===== config.mk =====
export PLATFORM = sky130hd
export DESIGN_NAME = center_buf_wr_ctrl
export DESIGN_NICKNAME = d
export VERILOG_FILES = /design/src/rtl/center_buf_wr_ctrl_pkg.sv /design/src/rtl/center_buf_wr_ctrl.sv
export SDC_FILE = /design/constraint.sdc
export NUM_CORES = 1
export LEC_CHECK = 0
export CELL_PAD_IN_SITES_DETAIL_PLACEMENT = 0
export CELL_PAD_IN_SITES_GLOBAL_PLACEMENT = 1
export CORE_AREA = 2 2 223 225
export DETAILED_ROUTE_END_ITERATION = 16
export DIE_AREA = 0 0 225 227
export DONT_BUFFER_PORTS = 1
export GPL_TIMING_DRIVEN = 0
export PLACE_DENSITY = 0.44
export SLEW_MARGIN = 20
export SYNTH_ARGS = -nofsm -noshare
export SYNTH_HDL_FRONTEND = slang
export SYNTH_SLANG_ARGS = --single-unit

===== constraint.sdc =====
create_clock -name clk -period 6.71 [get_ports clk]
set_input_delay 1.342 -clock clk [delete_from_list [all_inputs] [get_ports clk]]
set_output_delay 1.342 -clock clk [all_outputs]
set_load 0.1 [all_outputs]

===== src/rtl/center_buf_wr_ctrl_pkg.sv =====
// center_buf_wr_ctrl_pkg -- shared definitions for the center_buf write controller.
//
// Holds the write-controller FSM state encoding and the stall counter width so that
// the controller and any block observing it agree on both.
package center_buf_wr_ctrl_pkg;

    // Write-side job sequencing.
    typedef enum logic [1:0] {
        StIdle  = 2'd0,
        StFill  = 2'd1,
        StDrain = 2'd2
    } wr_state_e;

    localparam int unsigned STALL_CNT_W = 32;

endpackage


===== src/rtl/center_buf_wr_ctrl.sv =====
// center_buf_wr_ctrl -- fills the two-bank center_buf from an upstream stream.
//
// A job is a sequence of tile_num tiles of tile_len words each. Tiles alternate between
// bank 0 (addresses 0..DEPTH/2-1) and bank 1 (DEPTH/2..DEPTH-1). A bank becomes busy
// once its tile is complete and is released by the consumer with tile_done.
//
// Ports:
//   clk, rst_n                 clock, asynchronous active-low reset
//   start, tile_len, tile_num  job launch pulse and its parameters (sampled on start)
//   in_vld, in_rdy, in_dat     upstream valid/ready stream
//   wr_en, wr_addr, wr_dat     center_buf write port (registered, 1-cycle latency)
//   tile_vld, tile_bank        one-cycle pulse: tile resident in tile_bank
//   tile_done, tile_done_bank  consumer releases tile_done_bank
//   busy, done                 job active; one-cycle end-of-job pulse
//   stall_cnt                  cycles with in_vld=1, in_rdy=0 while busy
//
// Build option: define CENTER_BUF_WR_STALL_CNT_EN to enable the stall counter;
// otherwise stall_cnt is tied to 0.
module center_buf_wr_ctrl
    import center_buf_wr_ctrl_pkg::*;
#(
    parameter int unsigned DATA_WIDTH = 256,
    parameter int unsigned DEPTH      = 32,
    parameter int unsigned log2_DEPTH = 5
) (
    input  logic                   clk,
    input  logic                   rst_n,
    input  logic                   start,
    input  logic [log2_DEPTH-1:0]  tile_len,
    input  logic [15:0]            tile_num,
    input  logic                   in_vld,
    output logic                   in_rdy,
    input  logic [DATA_WIDTH-1:0]  in_dat,
    output logic                   wr_en,
    output logic [log2_DEPTH-1:0]  wr_addr,
    output logic [DATA_WIDTH-1:0]  wr_dat,
    output logic                   tile_vld,
    output logic                   tile_bank,
    input  logic                   tile_done,
    input  logic                   tile_done_bank,
    output logic                   busy,
    output logic                   done,
    output logic [STALL_CNT_W-1:0] stall_cnt
);

    localparam logic [log2_DEPTH-1:0] HalfDepth = log2_DEPTH'(DEPTH / 2);
    localparam logic [log2_DEPTH-1:0] LenOne    = log2_DEPTH'(1);

    wr_state_e             state_q, state_d;
    logic [log2_DEPTH-1:0] len_q, len_d;
    logic [log2_DEPTH-1:0] word_cnt_q, word_cnt_d;
    logic [15:0]           num_q, num_d;
    logic [15:0]           tiles_wr_q, tiles_wr_d;
    logic                  wr_bank_q, wr_bank_d;
    logic [1:0]            bank_free_q, bank_free_d;
    logic                  done_d;
    logic                  hs, last_word;

    logic                  wr_en_q;
    logic [log2_DEPTH-1:0] wr_addr_q;
    logic [DATA_WIDTH-1:0] wr_dat_q;
    logic                  tile_end_q, tile_end_bank_q;
    logic                  tile_vld_q, tile_bank_q, done_q;

    always_comb begin
        in_rdy    = (state_q == StFill) && bank_free_q[wr_bank_q];
        hs        = in_vld && in_rdy;
        last_word = hs && (word_cnt_q == len_q - LenOne);
        busy      = (state_q != StIdle);
    end

    always_comb begin
        state_d     = state_q;
        len_d       = len_q;
        num_d       = num_q;
        word_cnt_d  = word_cnt_q;
        tiles_wr_d  = tiles_wr_q;
        wr_bank_d   = wr_bank_q;
        done_d      = 1'b0;
        bank_free_d = bank_free_q;

        // Release first so that a fill completing on the same bank overrides it below.
        if (tile_done) begin
            bank_free_d[tile_done_bank] = 1'b1;
        end

        unique case (state_q)
            StIdle: begin
                if (start) begin
                    num_d      = tile_num;
                    word_cnt_d = '0;
                    tiles_wr_d = '0;
                    wr_bank_d  = 1'b0;
                    if (tile_len == '0) begin
                        len_d = LenOne;
                    end else if (tile_len > HalfDepth) begin
                        len_d = HalfDepth;
                    end else begin
                        len_d = tile_len;
                    end
                    // An empty job finishes without leaving IDLE.
                    if (tile_num == 16'd0) begin
                        done_d = 1'b1;
                    end else begin
                        state_d = StFill;
                    end
                end
            end
            StFill: begin
                if (last_word) begin
                    bank_free_d[wr_bank_q] = 1'b0;
                    wr_bank_d              = ~wr_bank_q;
                    word_cnt_d             = '0;
                    tiles_wr_d             = tiles_wr_q + 16'd1;
                    if (tiles_wr_d == num_q) begin
                        state_d = StDrain;
                    end
                end else if (hs) begin
                    word_cnt_d = word_cnt_q + LenOne;
                end
            end
            StDrain: begin
                if (bank_free_q == 2'b11) begin
                    done_d  = 1'b1;
                    state_d = StIdle;
                end
            end
            default: state_d = StIdle;
        endcase
    end

    always_ff @(posedge clk or negedge rst_n) begin
        if (!rst_n) begin
            state_q     <= StIdle;
            len_q       <= LenOne;
            num_q       <= '0;
            word_cnt_q  <= '0;
            tiles_wr_q  <= '0;
            wr_bank_q   <= 1'b0;
            bank_free_q <= 2'b11;
        end else begin
            state_q     <= state_d;
            len_q       <= len_d;
            num_q       <= num_d;
            word_cnt_q  <= word_cnt_d;
            tiles_wr_q  <= tiles_wr_d;
            wr_bank_q   <= wr_bank_d;
            bank_free_q <= bank_free_d;
        end
    end

    // tile_end_q lines up with the last wr_en of a tile; tile_vld follows one cycle
    // later so the consumer never sees a tile before its final word is in the buffer.
    always_ff @(posedge clk or negedge rst_n) begin
        if (!rst_n) begin
            wr_en_q         <= 1'b0;
            wr_addr_q       <= '0;
            tile_end_q      <= 1'b0;
            tile_end_bank_q <= 1'b0;
            tile_vld_q      <= 1'b0;
            tile_bank_q     <= 1'b0;
            done_q          <= 1'b0;
        end else begin
            wr_en_q    <= hs;
            tile_end_q <= last_word;
            tile_vld_q <= tile_end_q;
            done_q     <= done_d;
            if (hs) begin
                wr_addr_q <= {wr_bank_q, word_cnt_q[log2_DEPTH-2:0]};
            end
            if (last_word) begin
                tile_end_bank_q <= wr_bank_q;
            end
            if (tile_end_q) begin
                tile_bank_q <= tile_end_bank_q;
            end
        end
    end

    // Data path carries no reset; wr_en qualifies it.
    always_ff @(posedge clk) begin
        if (hs) begin
            wr_dat_q <= in_dat;
        end
    end

    assign wr_en     = wr_en_q;
    assign wr_addr   = wr_addr_q;
    assign wr_dat    = wr_dat_q;
    assign tile_vld  = tile_vld_q;
    assign tile_bank = tile_bank_q;
    assign done      = done_q;

`ifdef CENTER_BUF_WR_STALL_CNT_EN
    logic [STALL_CNT_W-1:0] stall_cnt_q;

    always_ff @(posedge clk or negedge rst_n) begin
        if (!rst_n) begin
            stall_cnt_q <= '0;
        end else if (start && (state_q == StIdle)) begin
            stall_cnt_q <= '0;
        end else if (in_vld && !in_rdy && busy && (stall_cnt_q != '1)) begin
            stall_cnt_q <= stall_cnt_q + STALL_CNT_W'(1);
        end
    end

    assign stall_cnt = stall_cnt_q;
`else
    assign stall_cnt = '0;
`endif

endmodule


# ---- Word level (Yosys, flattened, before mapping)
# Index checks and enable logic that the tools add are counted.
dict set report word_totals {
  ff_bits 314
  out_inout_bits 299
  wordCells 83
  input_bits 283
}
dict set report classes {
  n_addsub 3
  n_bitwise 4
  n_reduce_logical 14
  order_cmp 5
  mux 31
  n_eq_ne 11
}
# cell count
set op_table {}
lappend op_table {{$mux W16} 2}
lappend op_table {{$pmux W16 S2} 1}
lappend op_table {{$mux W5} 5}
lappend op_table {{$add A16 B1 Y16 const B} 1}
lappend op_table {{$eq A16 B16 Y1} 1}
lappend op_table {{$logic_not A16 Y1} 1}
lappend op_table {{$mux W2} 8}
lappend op_table {{$pmux W5 S2} 1}
lappend op_table {{$mux W1} 9}
lappend op_table {{$ne A2 B2 Y1 const B} 4}
lappend op_table {{$pmux W2 S3} 1}
lappend op_table {{$reduce_and A3 Y1} 2}
lappend op_table {{$add A5 B1 Y5 const B} 1}
lappend op_table {{$eq A5 B5 Y1} 1}
lappend op_table {{$gt A5 B5 Y1 const B} 1}
lappend op_table {{$logic_and A1 B1 Y1} 5}
lappend op_table {{$logic_not A5 Y1} 1}
lappend op_table {{$reduce_and A5 Y1} 1}
lappend op_table {{$sub A5 B1 Y5 const B} 1}
lappend op_table {{$eq A2 B2 Y1 const B} 2}
lappend op_table {{$lt A1 B2 Y1 const B} 2}
lappend op_table {{$pmux W1 S2} 2}
lappend op_table {{$reduce_bool A2 Y1} 2}
lappend op_table {{$ne A3 B3 Y1 const B} 1}
lappend op_table {{10 further kinds} 12}

# ---- Depth between registers and ports, before layout
# Gate-level depths: netlist of the first run.
dict set report depth {
  word_depth 9
  ltp_mapped 10
  depth_no_buf 9
}

# ---- Least setup slack after synthesis of the first run
# No wires, ideal clock.
dict set report synth_timing {
  path_kind {input -> register}
  from {input in_vld}
  to {register tiles_wr_q[12]}
  arrival_time_ns 3.671
  cell_stages 6
  setup_ns 0.103
  path_buffers 3
  slack_ns 2.935
  required_time_ns 6.607
  cell_sequence {and3_1 buf_6 o2111ai_4 buf_6 buf_8 o41ai_2}
}
dict set report synth_via {
  elab_chain_len 4
}
# element line
set synth_lines {}
lappend synth_lines {{start, declared} center_buf_wr_ctrl.sv:31} ;# input logic in_vld,
lappend synth_lines {{$logic_and A1 B1 Y1} center_buf_wr_ctrl.sv:67} ;# hs = in_vld && in_rdy;
lappend synth_lines {{named net hs} center_buf_wr_ctrl.sv:57} ;# logic hs, last_word;
lappend synth_lines {{$logic_and A1 B1 Y1} center_buf_wr_ctrl.sv:68} ;# last_word = hs && (word_cnt_q == len_q - LenOne);
lappend synth_lines {{$ne A2 B2 Y1 (no source line)} --}
lappend synth_lines {{$reduce_and A3 Y1 (no source line)} --}
lappend synth_lines {{end signal, assigned} center_buf_wr_ctrl.sv:146} ;# tiles_wr_q <= tiles_wr_d;
lappend synth_lines {{end, declared} center_buf_wr_ctrl.sv:53} ;# logic [15:0] tiles_wr_q, tiles_wr_d;
# The timed path passes the listed nets, and every way through them passes these cells.
# A chain may end at the register's enable or synchronous reset.

# ---- Worst setup path after layout of the first run
dict set report layout_timing {
  from {register state_q[1]}
  to {output in_rdy}
}
dict set report layout_via {
  elab_chain_len 2
}
# element line
set layout_lines {}
lappend layout_lines {{start, declared} center_buf_wr_ctrl.sv:49} ;# wr_state_e state_q, state_d;
lappend layout_lines {{start signal, assigned} center_buf_wr_ctrl.sv:134} ;# state_q <= StIdle;
lappend layout_lines {{start signal, assigned} center_buf_wr_ctrl.sv:142} ;# state_q <= state_d;
lappend layout_lines {{$eq A2 B1 Y1} center_buf_wr_ctrl.sv:66} ;# in_rdy = (state_q == StFill) && bank_free_q[wr_bank_q];
lappend layout_lines {{$logic_and A1 B1 Y1} center_buf_wr_ctrl.sv:66}
lappend layout_lines {{end, declared} center_buf_wr_ctrl.sv:32} ;# output logic in_rdy,
# No other way between the ends.

==> results.md, run 1 <==
- Status: finished, final reports clean
- Worst slew pin tran: 1200 ps
- Vias in the first global route: 5441
- Core area: 48500 µm²
- Layout cells sized above 1: 0.204
- Dominant synthesized flop cell: edfxtp_1
- DRT Wirelength: 39700 µm
- Final setup vio count: 0
- Post-synth EDFFs: 256
- Routability cong.: 0.841
- Largest net degree at the start of global routing: 79
- CTS tree: done
- Min-Delay Path Class: reg -> reg
- Post-CTS setup buffers: 0
- Mean Syn Cell Area: 18.3 µm²
- Final Hold Viols: 0
- Slew HR: 0.204
- Ports: 582
- Die W: 225 µm
- Mapped Cells: 609
- Core Rows: 81
- Reg2Reg Depth: 12
- Slew Limit Fails: 0
- Post-synthesis cell type count: 57
- Root Buffer: clkbuf_16
- Max-Cap Viols: 0
- DR vias/cell: 4.21
- ANT nets after route: 0
- Antenna violations before repair: 20
- Sequential share of the synthesized area: 0.819
- PostCTS Resize Cnt: 0
- Syn. warnings: 0
- Worst Clk Skew: 25.4 ps
- Crit-path slowest cell: and2_1
- Crit path kind: reg -> out
- Post-layout nets: 971
- Final TNS setup: 0 ps
- Post-Route Utilization: 0.276
- Hold depth: 0
- Via count: 5654
- Total gr overflow: 0
- Worst setup startpoint: state_q[1]
- Critical Path Fanout Max: 9
- CTS Hold Bufs: 0
- Port Buffer Count: 0
- Die area: 51100 µm²
- Worst reg2reg startpoint: state_q[1]
- Share of synthesized flip-flops with an asynchronous set or reset: 0.185
- Critical path required time: 5370 ps
- Peak Freq: 0.290 GHz
- DRC: 0
- Startpoint Class: register
- First-pass GRT wire length: 50300 µm
- Min Hold Slack: 384 ps
- 1st-iter DRT viols: 372
- Mapped Area: 11200 µm²
- CTS Buffer Depth: 3
- CTS clk-pin slew, worst paths: 50 ps
- Clock sink count: 314
- Hold_sp: tile_end_q
- DR WL/cell: 29.6 µm
- 1st-pass router iterations: 4
- CTS buffer count: 37
- Crit path cell chain: nor2b_4 -> buf_6 -> and2_1
- Global router's overall resource usage: 0.146
- Area Growth Syn to Fin: 20.2%
- Crit end category: output pin
- DP HPWL: 30700 µm
- H-tree depth: 2
- Die span in y: 227 µm
- Period utilization: 0.514
- RSZ-0062 raised after global routing: false
- Largest stage delay on the critical path: 800 ps
- CP arrival: 2110 ps
- Crit path time final: 3450 ps
- Initial core utilization: 0.230
- Clock latency on the worst-skew pair: 560 ps
- #FFs+latches synth: 314
-- sequential cells by signal (all words and copies together), names as in the netlist, 2 cells and up --
name	flops
wr_dat	256
num_q	16
tiles_wr_q	16
len_q	5
word_cnt_q	5
wr_addr	5
bank_free_q	2
state_q	2
-- per-layer routing --
layer / vias to the layer above / global-route usage / routed length, µm
met5: - / 0 / 160
met4: 28 / 0.0560 / 1270
met3: 77 / 0.0700 / 4180
met2: 293 / 0.256 / 20700
met1: 2841 / 0.152 / 13500
li1: 2415 / - / -
-- cells in the mapped netlist (3+ instances only) --
master	n	area, µm²
nand2b_1	6	37.5
nand2_1	26	97.6
inv_1	6	22.5
buf_2	7	35.0
o21ai_0	24	120
nand4_1	7	43.8
and2_1	4	25.0
o31ai_1	10	75.1
and2_0	3	18.8
nor3_1	12	60.1
o21ai_1	6	30.0
ha_1	3	37.5
buf_4	33	248
a21oi_1	13	65.1
nand3_1	14	70.1
mux2_2	23	259
edfxtp_1	256	7690
nor2_1	13	48.8
a31oi_1	5	31.3
clkbuf_1	4	15.0
nor4_1	5	31.3
dfrtp_1	55	1380
xnor2_1	14	123
and3_1	4	25.0
dfstp_2	3	78.8
buf_6	3	33.8
xor2_1	12	105
-- cells by family (layout without fill, tap and decap cells) --
family / count (synthesis) / count (layout) / share of synthesized area
buffers and inverters: 56 / 130 / 0.0339
AND/OR/NAND/NOR: 109 / 109 / 0.0526
adder cells (fa/ha/maj): 3 / 3 / 0.00336
AO/OA/AOI/OAI: 74 / 74 / 0.0441
multiplexers: 26 / 26 / 0.0260
other: 1 / 39 / 0.000336
XOR/XNOR: 26 / 26 / 0.0204
flip-flops: 314 / 314 / 0.819
-- metrics by stage --
| stage | worst slack [ps] | cells | instance area (µm²) |
|---|---|---|---|
| finish | 3260 | 1343 | 13400 |
| global route | 3190 | 1336 | 13400 |
| CTS | 3200 | 1336 | 13400 |
| detailed placement | 2890 | 1268 | 12200 |
| global placement | 2110 | 1262 | 12100 |
| floorplan | 2940 | 640 | 11300 |
-- final cells by class --
type,instances,area (µm²)
antenna,7,17.5
inverter,7,26.3
clock inverter,25,225
sequential,314,9140
multi-input combinational,270,1750
tap,622,778
fill,4802,35100
clock buffer,43,970
buffer,49,355
timing repair buffer,6,143
-- final timing paths --
kind | to | slack, ps
max | in_rdy | 3260
min | tile_vld | 380
max reg2reg | tiles_wr_q[2] | 3520
min reg2reg | tile_vld | 380
max in group asynchronous | bank_free_q[1] | 6010
min in group asynchronous | wr_addr[2] | 470
-- critical path: cells and delay by family (launching register included) --
family	cells	cell delay [ps]
simple gates	2	940
flops	1	460
buf+inv	1	150
-- cells in the final DEF (no fill, tap or decap), types with 9 or more instances in the layout --
cell type,n
nor3_1,12
xor2_1,12
xnor2_1,14
a21oi_1,13
buf_4,33
o31ai_1,10
edfxtp_1,256
clkbuf_16,38
clkbuf_1,9
o21ai_0,24
nand3_1,14
mux2_2,23
dfrtp_1,55
nor2_1,13
nand2_1,26
conb_1,32
Power of run 1 is left out: the tool's default activity adds up to more than one toggle a clock period on the data nets, which glitch-free logic cannot reach.
==> run 2: changes to the inputs <==
- clock period: 6.71 -> 3.35 ns (I/O delays scaled with it)
==> run 2 against run 1 <==
Effect of this change:
- final cell count rose by 0.30%
- global-route usage barely moved
- largest cell class unchanged
- register-to-register slack got worse by 3200 ps
- count of clock-buffer cells in the layout did not move
- hold slack got worse by 200 ps
- clock skew rose by 1.3 ps
- critical endpoint is now tiles_wr_q[2]
- critical path depth rose by 9
- wire length rose by 1.4%
==> results.md, run 2 (same netlist as run 1, synthesis figures left out) <==
- Routability cong.: 0.841 (unchanged)
- DR WL/cell: 29.9 µm (was 29.6 µm)
- Area Growth Syn to Fin: 20.9% (was 20.2%)
- ANT nets after route: 0 (unchanged)
- Min Hold Slack: 186 ps (was 384 ps)
- Crit path time final: 3000 ps
- Status: finished, final reports clean (unchanged)
- Number of flip-flops in the largest register: 256 (unchanged)
- GRT busiest layer: met2 (unchanged)
- Final Hold Viols: 0 (unchanged)
- Period utilization: 0.896
- Met1 Resource Use GR: 0.153 (was 0.152)
- Worst Clk Skew: 26.6 ps (was 25.4 ps)
- Die W: 225 µm (unchanged)
- Global router's overall resource usage: 0.147 (was 0.146)
- Startpoint Class: register (unchanged)
- Worst setup startpoint: state_q[1] (unchanged)
- Reg2Reg Depth: 12 (unchanged)
- Hold_sp: tile_len[4] (was tile_end_q)
- Die span in y: 227 µm (unchanged)
- CTS buffer count: 37 (unchanged)
- Layout cells sized above 1: 0.208 (was 0.204)
- DP HPWL: 30700 µm (unchanged)
- CTS clk-pin slew, worst paths: 60 ps (was 50 ps)
- Slew HR: 0.206 (was 0.204)
- Die area: 51100 µm² (unchanged)
- Clock latency on the worst-skew pair: 560 ps (about the same)
- Core area: 48500 µm² (unchanged)
- M3 GR Usage: 0.0700 (unchanged)
- Hold depth: 1 (was 0)
- Root Buffer: clkbuf_16 (unchanged)
- Post-CTS setup buffers: 0 (unchanged)
- CP arrival: 3410 ps (was 2110 ps)
- Ports: 582 (unchanged)
- Initial core utilization: 0.230 (unchanged)
- Min-Delay Path Class: in -> reg (was reg -> reg)
- Post-route cell area: 13500 µm² (was 13400 µm²)
- Largest net degree at the start of global routing: 79 (unchanged)
- Met2 usage: 0.256 (unchanged)
- Setup ws final: 350 ps (was 3260 ps)
- Port Buffer Count: 0 (unchanged)
- Pre-CTS setup slack: 81.6 ps (was 2890 ps)
- Most common cell after layout, fill and taps aside: edfxtp_1 (unchanged)
- DRT Wirelength: 40300 µm (was 39700 µm)
- Clock sink count: 314 (unchanged)
- Worst reg2reg startpoint: state_q[1] (unchanged)
- 1st-iter DRT viols: 357 (was 372)
- Critical Path Fanout Max: 62 (was 9)
- Vias in the first global route: 5433 (was 5441)
- Crit path kind: reg -> reg (was reg -> out)
- DR vias/cell: 4.20 (was 4.21)
- First-pass GRT wire length: 50300 µm (about the same)
- Critical path required time: 3760 ps (was 5370 ps)
- Final setup vio count: 0 (unchanged)
- Antenna violations before repair: 20 (unchanged)
- FF-to-FF End: tiles_wr_q[2] (unchanged)
- Post-layout nets: 975 (was 971)
- Fill cells: 4801 (was 4802)
- Slew Limit Fails: 0 (unchanged)
- RSZ-0062 raised after global routing: false (unchanged)
- H-tree depth: 2 (unchanged)
- Total gr overflow: 0 (unchanged)
- Core Rows: 81 (unchanged)
- Most frequent cells in the layout: 256 x edfxtp_1, 55 x dfrtp_1, 40 x clkbuf_16 (was 256 x edfxtp_1, 55 x dfrtp_1, 38 x clkbuf_16)
- CTS tree: done (unchanged)
- Via count: 5653 (was 5654)
- CTS Buffer Depth: 3 (unchanged)
- Peak Freq: 0.333 GHz
- Crit end category: register (was output pin)
- DRC: 0 (unchanged)
- 1st-pass router iterations: 4 (unchanged)
- Worst slew pin tran: 1190 ps (was 1200 ps)
- Post-DP Area: 12200 µm² (unchanged)
- Max-Cap Viols: 0 (unchanged)
- WHS Endpoint: len_q[0] (was tile_vld)
- R2R setup slack: 350 ps (was 3520 ps)
## run 2: worst max-delay path by stage
stage	to	slack (ps)	cells after the start
6_report	tiles_wr_q[2]	350	12
5_1_grt	tiles_wr_q[2]	110	12
4_1_cts	tiles_wr_q[2]	70	12
3_5_place_dp	tiles_wr_q[2]	80	12
3_3_place_gp	word_cnt_q[3]	-680	8
2_1_floorplan	tiles_wr_q[13]	240	8
## run 2: final cells by class
class,instances,area [µm²],area share
clock inverter,25,225,0.0167
multi-input combinational,270,1750,0.130
inverter,7,26.3,0.00195
tap,622,778,0.0577
buffer,49,365,0.0271
timing repair buffer,10,216,0.0160
clock buffer,43,970,0.0719
sequential,314,9140,0.677
antenna,7,17.5,0.00130
## run 2: repair_timing
action,CTS,global route
hold buffers,2,0
setup endpoints to repair,0,14
gates resized for setup,0,2
hold endpoints to repair,58,0
## run 2: critical path: stages (launching register included)
cell and delay (ps):
dfrtp_1 470, nor2b_4 140, buf_6 150, and3_1 310, clkbuf_16 310, buf_16 310
buf_16 240, o2111ai_4 180, inv_2 100, buf_2 260, a21oi_1 100, o21ai_0 130
o21ai_0 110
## run 2: metrics by stage
stage / TNS [ps] / util / instances
3_5_place_dp: 0 / 0.251 / 1268
2_1_floorplan: 0 / - / 640
5_1_grt: 0 / 0.278 / 1340
4_1_cts: 0 / 0.277 / 1338
3_3_place_gp: -15940 / 0.248 / 1262
6_report: 0 / 0.278 / 1347
## run 2: per-layer routing
| layer | vias up | wire length (µm) |
|---|---|---|
| met1 | 2836 | 13800 |
| met3 | 77 | 4150 |
| met2 | 294 | 20900 |
| li1 | 2418 | - |
| met5 | - | 172 |
| met4 | 28 | 1270 |
Power of run 2 is left out for the same reason.
==> variant (flow settings as in run 2) <==
Set the parameter `log2_DEPTH` to 7 (it was 5).
--- a/src/rtl/center_buf_wr_ctrl.sv
+++ b/src/rtl/center_buf_wr_ctrl.sv
@@ -22,5 +22,5 @@
     parameter int unsigned DATA_WIDTH = 256,
     parameter int unsigned DEPTH      = 32,
-    parameter int unsigned log2_DEPTH = 5
+    parameter int unsigned log2_DEPTH = 7
 ) (
     input  logic                   clk,
Interface: changed (resized tile_len and wr_addr); port bits go from 582 to 586. No check against the original RTL was run, so the function may have changed too.
==> variant against run 2 <==
- synthesized cell count grew 8.7%
- routed wire length grew 12%
- clock skew shrank 0.014 ns
- utilization grew 0.96 points
- global-route usage grew 2.1 points
- area after synthesis grew 3.6%
- worst hold slack gained 0.024 ns
- critical path depth shrank 9
- sequential cell count grew 6
- setup slack lost 0.011 ns
- design area grew 3.5%
- critical endpoint is now in_rdy
==> variant: results (changes against run 2) <==
* Outcome: finished, final reports clean (unchanged)
* Crit Reg-Reg Endpoint: wr_dat[197]$_DFFE_PP_ (was tiles_wr_q[2]$_DFFE_PN0P_)
* Worst R2R Setup Slack at 0.54 ns (was 0.35 ns)
* Vias at 6296 (was 5653)
* Synth Area in Adders at 0.003247 (was 0.003364)
* Global-route wire length before repair at 57150 um (was 50340 um)
* Dpl hpwl at 35250 um (was 30660 um)
* Register area share after synthesis at 0.8038 (was 0.8194)
* Antenna violations before repair at 26 (was 20)
* Mux cell area share after synthesis at 0.02132 (was 0.02601)
* Dpl cells at 1324 (was 1268)
* Critical path's top delay family: simple AND/OR/NAND/NOR gates (was buffers and inverters)
* Hold Path End: wr_dat[86]$_DFFE_PP_ (was len_q[0]$_DFFE_PN1P_)
* Compound-Gate Fraction of Synth Area at 0.05108 (was 0.04407)
* XOR/XNOR share of the synthesized area at 0.02273 (was 0.02041)
* GR Util All Layers at 0.1678 (was 0.1467)
* Drt pass-1 iters at 5 (was 4)
* Top area cells in the synthesized netlist: edfxtp_1, dfrtp_1, buf_4 (was edfxtp_1, dfrtp_1, mux2_2)
* TritonCTS buffer count at 39 (was 37)
* Post-CTS Resized at 1 (was 0)
* R2R Path Start: wr_bank_q$_DFFE_PN0P_ (was state_q[1]$_DFFE_PN0P_)
* Fraction of registers with async set/reset at 0.2000 (was 0.1847)
* Rel. slew slack at 0.2407 (was 0.2065)
* Routed WL at 45180 um (was 40300 um)
* HP Start: in_dat[86] (was tile_len[4])
* Avg Cell Area, Syn at 17.46 sq um (was 18.32 sq um)
* Clock Skew at 0.01269 ns (was 0.02665 ns)
* Ratio of cells with drive above 1 in the final layout at 0.1868 (was 0.2075)
* Unique masters post-synth at 61 (was 57)
* Critical path fanouts, max at 10 (was 62)
* Hold path cells at 0 (was 1)
* Crit path max-delay cell type: clkbuf_1 (was dfrtp_1)
* CP Data Arrival Time at 2.34 ns (was 3.41 ns)
* 1st-iter DRT viols at 375 (was 357)
* Cells on worst reg2reg path at 7 (was 12)
* GP Congestion at 0.9699 (was 0.8408)
* Slowest Stage Delay on Critical Path at 0.53 ns (was 0.47 ns)
variant: stage by stage:
stage,util,total power (W),worst slack (ns),hold WS [ns]
after floorplan,-,0.01158,-2.013,0.3618
after global placement,0.2569,0.01251,-4.184,0.3765
after detailed placement,0.2608,0.01248,0.4286,0.3766
after CTS,0.2873,0.01681,0.08531,0.1684
after global routing,0.2873,0.01712,0.1439,0.1742
final,0.2876,0.01657,0.3384,0.2101
variant: how the worst max path moves through the flow:
stage	from	endpoint	slack (ns)	depth (start not counted)
floorplan	in_vld	wr_dat[0]$_DFFE_PP_	-2.01	4
global placement	wr_bank_q$_DFFE_PN0P_	wr_dat[168]$_DFFE_PP_	-4.18	4
detailed placement	state_q[0]$_DFFE_PN0P_	in_rdy	0.43	3
CTS	state_q[0]$_DFFE_PN0P_	in_rdy	0.09	3
global route	state_q[0]$_DFFE_PN0P_	in_rdy	0.14	3
finish	state_q[0]$_DFFE_PN0P_	in_rdy	0.34	3
variant: layout make-up:
class / count / area, sq um
Antenna cell: 6 / 15.01
Buffer: 54 / 356.6
Sequential cell: 320 / 9293
Timing Repair Buffer: 11 / 225.2
Tap cell: 622 / 778.2
Clock buffer: 49 / 1035
Clock inverter: 18 / 212.7
Fill cell: 4777 / 34580
Inverter: 15 / 60.06
Multi-Input combinational cell: 304 / 1987
variant: worst register-to-register path, delay by kind of cell (launching register included):
| family | cells | cell delay, ns |
|---|---|---|
| DFF | 1 | 0.50 |
| muxes | 1 | 0.41 |
| and+or+nand+nor | 1 | 0.20 |
| buffers and inverters | 5 | 1.42 |
variant: routing by layer:
metal	wire [um]	vias up	track usage
li1	-	2645	-
met1	16520	3206	0.1919
met2	22620	345	0.2831
met3	5136	76	0.08299
met4	758	24	0.03632
met5	154	-	0
